`src/rtl/multisim_stream_fifo_chk.sv`:
```
// Simulation-only protocol checks for multisim_stream_fifo.
module multisim_stream_fifo_chk #(
    parameter int DATA_WIDTH = 64,
    parameter int DEPTH      = 4,
    parameter int CNT_W      = $clog2(DEPTH + 1)
) (
    input logic                  clk,
    input logic                  rst,
    input logic                  push,
    input logic                  pop,
    input logic [CNT_W-1:0]      count,
    input logic                  out_vld,
    input logic                  out_rdy,
    input logic [DATA_WIDTH-1:0] out_data
);

    a_no_push_when_full: assert property (@(posedge clk) disable iff (rst)
        !(push && (count == CNT_W'(DEPTH))));

    a_no_pop_when_empty: assert property (@(posedge clk) disable iff (rst)
        !(pop && (count == {CNT_W{1'b0}})));

    a_head_stable: assert property (@(posedge clk) disable iff (rst)
        (out_vld && !out_rdy) |=> $stable(out_data));

endmodule

```
`src/rtl/multisim_stream_fifo_mem.sv`:
```
// Register array for multisim_stream_fifo: one synchronous write port,
// one asynchronous read port, all entries cleared by reset.
module multisim_stream_fifo_mem #(
    parameter int DATA_WIDTH = 64,
    parameter int DEPTH      = 4,
    parameter int PTR_W      = $clog2(DEPTH)
) (
    input  logic                  clk,
    input  logic                  rst,
    input  logic                  we,
    input  logic [PTR_W-1:0]      waddr,
    input  logic [DATA_WIDTH-1:0] wdata,
    input  logic [PTR_W-1:0]      raddr,
    output logic [DATA_WIDTH-1:0] rdata
);

    logic [DATA_WIDTH-1:0] mem_r [DEPTH];

    // Storage: clear every entry on reset, otherwise write the addressed entry.
    always_ff @(posedge clk) begin
        if (rst) begin
            for (int i = 0; i < DEPTH; i++) begin
                mem_r[i] <= {DATA_WIDTH{1'b0}};
            end
        end else if (we) begin
            mem_r[waddr] <= wdata;
        end
    end

    assign rdata = mem_r[raddr];

endmodule

```
`src/rtl/multisim_stream_fifo.sv`:
```
// First-word-fall-through FIFO between multisim_client_pull and its consumer.
// Ready toward the producer depends only on registered occupancy, so no
// combinational path exists from out_rdy to in_rdy or from in_* to out_*.
module multisim_stream_fifo #(
    parameter int DATA_WIDTH = 64,
    parameter int DEPTH      = 4
) (
    input  logic                         clk,
    input  logic                         rst,
    input  logic                         in_vld,
    input  logic [DATA_WIDTH-1:0]        in_data,
    output logic                         in_rdy,
    output logic                         out_vld,
    output logic [DATA_WIDTH-1:0]        out_data,
    input  logic                         out_rdy,
    output logic [$clog2(DEPTH+1)-1:0]   count
);

    localparam int PTR_W = $clog2(DEPTH);
    localparam int CNT_W = $clog2(DEPTH + 1);

    generate
        if ((DEPTH < 2) || ((DEPTH & (DEPTH - 1)) != 0)) begin : g_bad_depth
            $fatal(1, "multisim_stream_fifo: DEPTH must be a power of two >= 2");
        end
    endgenerate

    logic [PTR_W-1:0] wr_ptr_r;
    logic [PTR_W-1:0] rd_ptr_r;
    logic [CNT_W-1:0] count_r;
    logic             push_s;
    logic             pop_s;

    assign in_rdy  = !rst && (count_r != CNT_W'(DEPTH));
    assign out_vld = (count_r != {CNT_W{1'b0}});
    assign push_s  = in_vld && in_rdy;
    assign pop_s   = out_vld && out_rdy;
    assign count   = count_r;

    // Pointers advance on their own handshake and wrap naturally at DEPTH.
    always_ff @(posedge clk) begin
        if (rst) begin
            wr_ptr_r <= {PTR_W{1'b0}};
            rd_ptr_r <= {PTR_W{1'b0}};
        end else begin
            if (push_s) begin
                wr_ptr_r <= wr_ptr_r + PTR_W'(1);
            end
            if (pop_s) begin
                rd_ptr_r <= rd_ptr_r + PTR_W'(1);
            end
        end
    end

    // Occupancy: +1 on push only, -1 on pop only, unchanged otherwise.
    always_ff @(posedge clk) begin
        if (rst) begin
            count_r <= {CNT_W{1'b0}};
        end else begin
            case ({push_s, pop_s})
                2'b10:   count_r <= count_r + CNT_W'(1);
                2'b01:   count_r <= count_r - CNT_W'(1);
                default: count_r <= count_r;
            endcase
        end
    end

    multisim_stream_fifo_mem #(
        .DATA_WIDTH (DATA_WIDTH),
        .DEPTH      (DEPTH),
        .PTR_W      (PTR_W)
    ) u_mem (
        .clk   (clk),
        .rst   (rst),
        .we    (push_s),
        .waddr (wr_ptr_r),
        .wdata (in_data),
        .raddr (rd_ptr_r),
        .rdata (out_data)
    );

    multisim_stream_fifo_chk #(
        .DATA_WIDTH (DATA_WIDTH),
        .DEPTH      (DEPTH),
        .CNT_W      (CNT_W)
    ) u_chk (
        .clk      (clk),
        .rst      (rst),
        .push     (push_s),
        .pop      (pop_s),
        .count    (count_r),
        .out_vld  (out_vld),
        .out_rdy  (out_rdy),
        .out_data (out_data)
    );

endmodule

```
`config.mk`:
```
export PLATFORM = sky130hd
export DESIGN_NAME = multisim_stream_fifo
export DESIGN_NICKNAME = d
export VERILOG_FILES = /design/src/rtl/multisim_stream_fifo_chk.sv /design/src/rtl/multisim_stream_fifo_mem.sv /design/src/rtl/multisim_stream_fifo.sv
export SDC_FILE = /design/constraint.sdc
export NUM_CORES = 1
export LEC_CHECK = 0
export ABC_AREA = 1
export CAP_MARGIN = 20
export CORE_MARGIN = 2
export CORE_UTILIZATION = 50
export DETAILED_ROUTE_END_ITERATION = 7
export GPL_TIMING_DRIVEN = 0
export PLACE_DENSITY = 0.76
export SYNTH_ARGS = -nofsm -noshare
export SYNTH_HDL_FRONTEND = slang
export SYNTH_SLANG_ARGS = --single-unit
```
`constraint.sdc`:
```
create_clock -name clk -period 7.3 [get_ports clk]
set_clock_uncertainty 0.2 [all_clocks]
set_input_delay 2.19 -clock clk [delete_from_list [all_inputs] [get_ports clk]]
set_output_delay 2.19 -clock clk [all_outputs]
set_load 0.02 [all_outputs]
```
# Yosys cells after proc, flatten, opt, wreduce, memory -nomap -nowiden
# Memory sizes are Yosys's and may differ from the RTL's. A register that Yosys moved wholly into a read port is not among the register bits.
# Cells that the tools add are included.
# word_totals
elab_cells,29
ff_bits,7
output_inout_bits,69
ram_bits,256
mem_count,1
in_bits,68
# mem_list
memory,depth,width,read_ports,rd_clocked_by_memory_dff,write_ports,line,source
u_mem.mem_r,4,64,1,1,4,multisim_stream_fifo_mem.sv:17,logic [DATA_WIDTH-1:0] mem_r [DEPTH];
# op_classes
reduce_logical,7
n_addsub,4
n_eq_ne,3
muxes,11
# ops
operator,n
$mux 64,1
$reduce_or 64->1,1
$mux 1,6
$mux 2,3
$pmux 3 s2,1
$add 2x1->2 const B,2
$add 3x1->3 const B,1
$logic_and 1x1->1,3
$ne 3x3->1 const B,1
$reduce_bool 3->1,1
$sub 3x1->3 const B,1
$eq 2x1->1 const B,1
$eq 2x2->1 const B,1
$reduce_bool 2->1,1
$logic_not 1->1,1

# Logic depth before layout (Yosys ltp)
# logic_depth
word_depth,8
depth_mapped,14
ltp_nobuf,13

# Cells and area by module
# A second synthesis with hierarchy kept.
# hier_totals
hier_cells,1430
hier_area_um2,12837.3
# modules_own_cells
module,area_each_um2,cells_each,seq_area_each_um2,n_inst
multisim_stream_fifo_mem,12434.4,1372,7687.4,1
multisim_stream_fifo,402.9,58,140.1,1

# Worst setup path after synthesis
# OpenSTA, ideal clock, no wires.
# synth_timing
path_type,input -> register
from,input port rst
to,"memory u_mem.mem_r[1][0], enable pin"
setup_ns,0.574
t_arrival_ns,7.108
path_slack_ns,-0.582
path_stages,4
n_path_buf,1
t_required_ns,6.526
cell_sequence,inv_1 nand3_2 buf_2 o21ai_0
# synth_lines
element,line,source
"start, declared",multisim_stream_fifo.sv:9,"input logic rst,"
"end, declared",multisim_stream_fifo_mem.sv:17,

# Worst setup path after layout
# layout_timing
from,input port rst
to,output port in_rdy
# layout_via
elab_chain_cells,2
# layout_rtl
element,line,source
$logic_not 1->1,multisim_stream_fifo.sv:34,assign in_rdy = !rst && (count_r != CNT_W'(DEPTH));
$logic_and 1x1->1,multisim_stream_fifo.sv:34,
"end, declared",multisim_stream_fifo.sv:12,"output logic in_rdy,"
# No other way between the ends.

==> results_dict.tcl <==
set metrics [dict create \
    synthDominantAreaCellType "sky130_fd_sc_hd__edfxtp_1" \
    crit-reg2reg-launch "count[1]" \
    drt_first_iter_violations 916 \
    clockRootBuffer "sky130_fd_sc_hd__clkbuf_16" \
    ys_seq_elements 265 \
    pwr_density_cell_nw_per_um2 323.1 \
    detailedRoute.firstPassIterationCount 7 \
    synth_common_cells "sky130_fd_sc_hd__nor2_1, sky130_fd_sc_hd__edfxtp_1, sky130_fd_sc_hd__o21ai_0" \
    timing.fmax_mhz 151.6 \
    numClockSinks 265 \
    area_delta_synth_final_pct 23.54 \
    sw_frac_of_total_pct 32.51 \
    die-width_um 154.7 \
    p_leak_nw 5.376 \
    synth_edf_count 256 \
    grt_pass1_wl_um 44930 \
    detailedPlacementHpwl_um 18000 \
    distinct_cell_type_count_after_synthesis 22 \
    start_kind "input port" \
    critical_path_arrival_ps 4210 \
    timing.setup.tns_ps 0 \
    mappedNetlistArea_um2 11350 \
    grtUsageTotal_pct 24.20 \
    cp-startpoint "rst" \
    postRouteWirelength_um 28940 \
    start_util_pct 50.59 \
    die_height_um 154.7 \
    clk_pin_slew_worst_paths_ps 60 \
    final_layout_size_suffix_gt1_share_pct 7.730 \
    hold_viol 0 \
    yosysWarnings 0 \
    cts_htree_levels 1 \
    grt_max_degree 56 \
    core_um2 22430 \
    critPathKind "in -> out" \
    clkLatencyLatePin_ps 530 \
    run_status "completed" \
    synthFlopType "sky130_fd_sc_hd__edfxtp_1" \
    detail_route.wl_per_cell_um 19.11 \
    yosys.cell_count.top_type "sky130_fd_sc_hd__nor2_1" \
    io_pins 137 \
    place_congestion 0.7990 \
    place.port_buffers 136 \
    placedCellCount 1467 \
    postSynthNetCount 1111 \
    synth_top_cell_area_share_pct 67.74 \
    tightest_slew_ps 933.4 \
    min_period_over_period_pct 90.35 \
    layout.filler_cells 1762 \
    worst_setup_path_end_kind "output port" \
    overflow 0 \
    synth.yosys.seq_area_share_pct 69.33 \
    synthTopCellsByArea "sky130_fd_sc_hd__edfxtp_1, sky130_fd_sc_hd__nor2_1, sky130_fd_sc_hd__o21ai_0, sky130_fd_sc_hd__o22ai_1, sky130_fd_sc_hd__nor3_1" \
    drc 0 \
    grt_setup_unrepaired "false" \
    switching_power_mw 1.473 \
    grt_antenna_before_repair 0 \
    number_of_global_route_vias_before_repair 8533 \
    finalSetupViolations 0 \
    cts_setup_buffers 0 \
    cts_tree "built" \
    internal_power_mw 3.057 \
    power_frac_seq_pct 40.6 \
    cts_inserted_buffers 27 \
    vias_per_cell 5.559 \
    fin_crit_ps 6595 \
    placed_inst_area_um2 13230 \
    required_ps 4910 \
    antenna_cells_inserted 0 \
    post_cts_resized 0 \
    async_flop_share_pct 0 \
    final-instance-count-excl-fill 1514 \
    clockPowerShare_pct 27.8 \
    floorplan.rows 55 \
    peakVddDrop_mv 0.1907 \
    drt.antenna.violating_nets 0 \
    slew_headroom_pct 37.54 \
    cts.path.max_buffers 3 \
    via_count 8417 \
    min_path_type "reg -> reg" \
    combPwrFrac_pct 31.7 \
    final_nets 1281 \
    synth.avg_cell_area_um2 10.90 \
    holdCritStartpoint "wr_ptr_r[0]" \
    postSynthCellCount 1041 \
    finalMaxSlewViolations 0 \
    number_of_buffers_inserted_by_hold_repair_at_cts 0 \
    crit_path_max_fanout 10 \
    die_outline_area_um2 23920 \
    fin_area_um2 14020 \
    maxCapViolCount 0 \
]
[cell usage in the layout, fill, tap and decap left out]
| cell | instances |
|---|---|
| sky130_fd_sc_hd__a21oi_1 | 4 |
| sky130_fd_sc_hd__buf_12 | 1 |
| sky130_fd_sc_hd__buf_16 | 4 |
| sky130_fd_sc_hd__buf_2 | 37 |
| sky130_fd_sc_hd__buf_4 | 1 |
| sky130_fd_sc_hd__buf_6 | 6 |
| sky130_fd_sc_hd__bufinv_16 | 1 |
| sky130_fd_sc_hd__clkbuf_1 | 37 |
| sky130_fd_sc_hd__clkbuf_16 | 27 |
| sky130_fd_sc_hd__clkbuf_2 | 1 |
| sky130_fd_sc_hd__clkdlybuf4s50_1 | 136 |
| sky130_fd_sc_hd__clkinv_1 | 8 |
| sky130_fd_sc_hd__clkinv_2 | 3 |
| sky130_fd_sc_hd__clkinvlp_4 | 1 |
| sky130_fd_sc_hd__dfxtp_1 | 9 |
| sky130_fd_sc_hd__edfxtp_1 | 256 |
| sky130_fd_sc_hd__fa_1 | 1 |
| sky130_fd_sc_hd__ha_1 | 1 |
| sky130_fd_sc_hd__inv_1 | 77 |
| sky130_fd_sc_hd__inv_2 | 3 |
| sky130_fd_sc_hd__inv_6 | 1 |
| sky130_fd_sc_hd__nand2_1 | 14 |
| sky130_fd_sc_hd__nand2_4 | 4 |
| sky130_fd_sc_hd__nand3_1 | 1 |
| sky130_fd_sc_hd__nand3_2 | 3 |
| sky130_fd_sc_hd__nand4_1 | 3 |
| sky130_fd_sc_hd__nor2_1 | 329 |
| sky130_fd_sc_hd__nor2_2 | 1 |
| sky130_fd_sc_hd__nor3_1 | 63 |
| sky130_fd_sc_hd__o21ai_0 | 131 |
| sky130_fd_sc_hd__o21ai_4 | 1 |
| sky130_fd_sc_hd__o22ai_1 | 64 |
[cell families (layout without fill, tap and decap cells)]
| group | count (synthesis) | count (layout) | share of synthesized area, % |
|---|---|---|---|
| and+or+nand+nor | 418 | 418 | 14.85 |
| DFF | 265 | 265 | 69.33 |
| AOI/OAI and AO/OA | 200 | 200 | 9.526 |
| buffers and inverters | 156 | 344 | 6.009 |
| adders and majority gates | 2 | 2 | 0.2866 |
[routing by layer]
metal / vias up / global-route usage (%) / share of wire (%)
met5: - / 0 / 0
met4: 0 / 8.466 / 2.7
met3: 61 / 4.175 / 8.5
met2: 399 / 41.31 / 50
li1: 3949 / - / -
met1: 4008 / 31.51 / 39
[state kept, by name (all words and copies together), names as in the netlist, named ones only]
signal / count
count: 3
rd_ptr_r: 2
wr_ptr_r: 2
u_mem.mem_r: 256
[critical path: stages]
cell and delay (ps):
sky130_fd_sc_hd__clkdlybuf4s50_1 440, sky130_fd_sc_hd__inv_1 150, sky130_fd_sc_hd__clkbuf_1 610, sky130_fd_sc_hd__nand2_1 140, sky130_fd_sc_hd__inv_1 80, sky130_fd_sc_hd__clkdlybuf4s50_1 600
[worst paths after layout]
| path | end | slack, ps | depth (start not counted) |
|---|---|---|---|
| setup / recovery | in_rdy | 700 | 6 |
| hold / removal | wr_ptr_r[0] | 300 | 2 |
| setup reg to reg | u_mem.mem_r[1][34] | 4550 | 7 |
| hold reg to reg | wr_ptr_r[0] | 300 | 2 |
[stage by stage]
stage                     util [%]  setup WS, ps  hold slack [ps]  power (mW)
after floorplan                  -          1152            250.5       2.642
after global placement       58.24         -1358            267.9       3.275
after detailed placement     58.97         727.3            282.9       3.295
after CTS                    62.49         702.8            299.9       4.540
after global routing         62.49         576.5            332.5       4.707
final                        62.49         704.8            304.2       4.530
[power groups by stage]
stage | Combinational [mW] | Sequential, mW | Clock (mW)
floorplan | 0.769 | 1.87 | 0
global placement | 1.40 | 1.88 | 0
detailed placement | 1.43 | 1.87 | 0
CTS | 1.44 | 1.84 | 1.27
global route | 1.54 | 1.85 | 1.32
finish | 1.43 | 1.84 | 1.26
[final cells by class]
| type | count | area [um^2] | share of cell area, % |
|---|---|---|---|
| Inverter | 80 | 300.3 | 2.142 |
| Clock inverter | 14 | 91.34 | 0.6515 |
| Tap cell | 285 | 356.6 | 2.544 |
| Clock buffer | 33 | 698.2 | 4.980 |
| Buffer | 76 | 381.6 | 2.722 |
| Timing Repair Buffer | 141 | 1491 | 10.64 |
| Multi-Input combinational cell | 620 | 2833 | 20.21 |
| Sequential cell | 265 | 7868 | 56.12 |
(Power assumes the default switching activity.)
==> variant (same settings) <==
`DEPTH` is set to 4 in 3 places; all go to 2.
--- a/src/rtl/multisim_stream_fifo_chk.sv
+++ b/src/rtl/multisim_stream_fifo_chk.sv
@@ -1,7 +1,7 @@
 // Simulation-only protocol checks for multisim_stream_fifo.
 module multisim_stream_fifo_chk #(
     parameter int DATA_WIDTH = 64,
-    parameter int DEPTH      = 4,
+    parameter int DEPTH      = 2,
     parameter int CNT_W      = $clog2(DEPTH + 1)
 ) (
     input logic                  clk,
--- a/src/rtl/multisim_stream_fifo_mem.sv
+++ b/src/rtl/multisim_stream_fifo_mem.sv
@@ -2,7 +2,7 @@
 // one asynchronous read port, all entries cleared by reset.
 module multisim_stream_fifo_mem #(
     parameter int DATA_WIDTH = 64,
-    parameter int DEPTH      = 4,
+    parameter int DEPTH      = 2,
     parameter int PTR_W      = $clog2(DEPTH)
 ) (
     input  logic                  clk,
--- a/src/rtl/multisim_stream_fifo.sv
+++ b/src/rtl/multisim_stream_fifo.sv
@@ -3,7 +3,7 @@
 // combinational path exists from out_rdy to in_rdy or from in_* to out_*.
 module multisim_stream_fifo #(
     parameter int DATA_WIDTH = 64,
-    parameter int DEPTH      = 4
+    parameter int DEPTH      = 2
 ) (
     input  logic                         clk,
     input  logic                         rst,
Interface: changed (resized count); port bits go from 137 to 136. The function was not compared with the original's and may differ.
==> variant against the unedited design <==
  * Sequential cell count decreased by 132
  * Power decreased by 50%
  * Wire length decreased by 59%
  * Synthesized area shrank 49%
  * Critical endpoint unchanged
  * Cell area is 43% lower
  * Global-route usage down 4.5 points
  * Worst setup slack better by 0.75 ns
  * Highest routed layer unchanged
  * Hold slack improved by 0.0089 ns
  * Critical path type unchanged
==> variant: results (changes against the unedited design) <==
* 1st-pass router iterations at 4 (was 7)
* Met2 wire length at 6.07 mm (was 14.4 mm)
* CTS Buf Count at 17 (was 27)
* Synth area leaders: edfxtp_1, mux2_2, nor2_1, nor2_2, inv_1 (was edfxtp_1, nor2_1, o21ai_0, o22ai_1, nor3_1)
* Vias in the first global route at 3,961 (was 8,533)
* Complex-gate fraction of the synthesized area at 0.537% (was 9.53%)
* Hold wc startpoint: rd_ptr_r (was wr_ptr_r[0])
* Wire per inst at 15.6 um (was 19.1 um)
* FFs w/ async S/R, synth at 0% (unchanged)
* Port Buffer Count at 135 (was 136)
* Post-synth EDFFs at 128 (was 256)
* CP arrival at 3.46 ns (was 4.21 ns)
* Post-detail-place hpwl at 7.62 mm (was 18.0 mm)
* Layout cell share with drive strength beyond 1 at 27.5% (was 7.73%)
* Largest net degree at the start of global routing at 65 (was 56)
* Worst-Skew Late Latency at 0.41 ns (was 0.53 ns)
* WL final at 11.8 mm (was 28.9 mm)
* Max Root-Sink Buffers at 2 (was 3)
* CTS H-Tree Depth at 4 (was 1)
* Worst R2R Start: count[0] (was count[1])
* Max IR drop VDD at 175 uV (was 191 uV)
* Crit-path max FO at 2 (was 10)
* Post-synthesis mux area share at 12.4% (was 0%)
* Largest family of logic cells by synthesized area: multiplexers (was simple AND/OR/NAND/NOR gates)
* Fin nets at 670 (was 1,281)
* Adder-cell share of the synthesized area at 0.215% (was 0.287%)
* Synth unique cells at 17 (was 22)
* Vias post-DR at 3,727 (was 8,417)
* Status: complete, no violations (unchanged)
* Max reg flops at 128 (was 256)
* Worst path slowest cell: clkdlybuf4s50_1 (was clkbuf_1)
* GR Util All Layers at 19.7% (was 24.2%)
* First-pass GRT wire length at 18.9 mm (was 44.9 mm)
* DP Cell Count at 725 (was 1,467)
* Gpl congestion at 0.776 (was 0.799)
* Leakage at 3.29 nW (was 5.38 nW)
* DRT met1 WL at 5.00 mm (was 11.3 mm)
* Routed length on met3 at 616 um (was 2.46 mm)
==> variant: changes by cell type in the layout (fill, tap and decap cells not counted), moves of 37 or more <==
| cell | delta |
|---|---|
| nor3_1 | -63 |
| edfxtp_1 | -128 |
| clkbuf_1 | -37 |
| o22ai_1 | -64 |
| nor2_2 | +48 |
| o21ai_0 | -129 |
| mux2_2 | +64 |
| nor2_1 | -242 |
==> variant: layer usage <==
metal	vias up	global-route usage, %
li1	1778	-
met1	1812	24.0
met2	123	33.5
met3	14	5.72
met4	0	7.32
met5	-	0
==> variant: through the flow <==
stage / cell area [um2] / power, mW / worst slack (ns) / util (%)
2_1_floorplan: 5830 / 1.17 / 2.47 / -
3_3_place_gp: 7360 / 1.35 / 1.09 / 64.4
3_5_place_dp: 7400 / 1.36 / 1.46 / 64.8
4_1_cts: 8040 / 2.27 / 1.45 / 70.4
5_1_grt: 8040 / 2.34 / 1.41 / 70.4
6_report: 8040 / 2.25 / 1.45 / 70.4
==> variant: final cells by class <==
cell class	count	area, um2	share of cell area, %
Clock inverter	15	211	2.63
Clock buffer	17	425	5.29
Inverter	73	274	3.41
Buffer	21	151	1.88
Multi-Input combinational cell	219	1470	18.3
Sequential cell	133	3940	49.1
Timing Repair Buffer	136	1380	17.2
Tap cell	143	179	2.23
==> variant: where the power goes <==
group          internal [mW]  total (mW)  switching [mW]  leakage (nW)
Combinational          0.207       0.422           0.216          1.61
Sequential             0.902       0.918          0.0160          1.38
Clock                  0.601       0.915           0.314         0.301
Total                   1.71        2.25           0.545          3.29
==> variant: final timing paths <==
| kind | cells after the start | to | slack, ns |
|---|---|---|---|
| min | 2 | rd_ptr_r | 0.31 |
| max reg2reg | 6 | u_mem.mem_r[0][20] | 4.89 |
| min reg2reg | 2 | rd_ptr_r | 0.31 |
| max | 3 | in_rdy | 1.45 |
==> variant: worst register-to-register path: stages (launching register included) <==
cell	delay [ns]
dfxtp_1	0.39
inv_2	0.10
a21oi_4	0.15
nand3_1	0.11
buf_4	0.21
buf_6	0.18
nand2_4	0.68
==> variant: cell families after synthesis <==
kind of cell,after synthesis
buffers and inverters,94
AO/OA/AOI/OAI,4
multiplexers,64
adder cells (fa/ha/maj),1
flip-flops,133
AND/OR/NAND/NOR,150
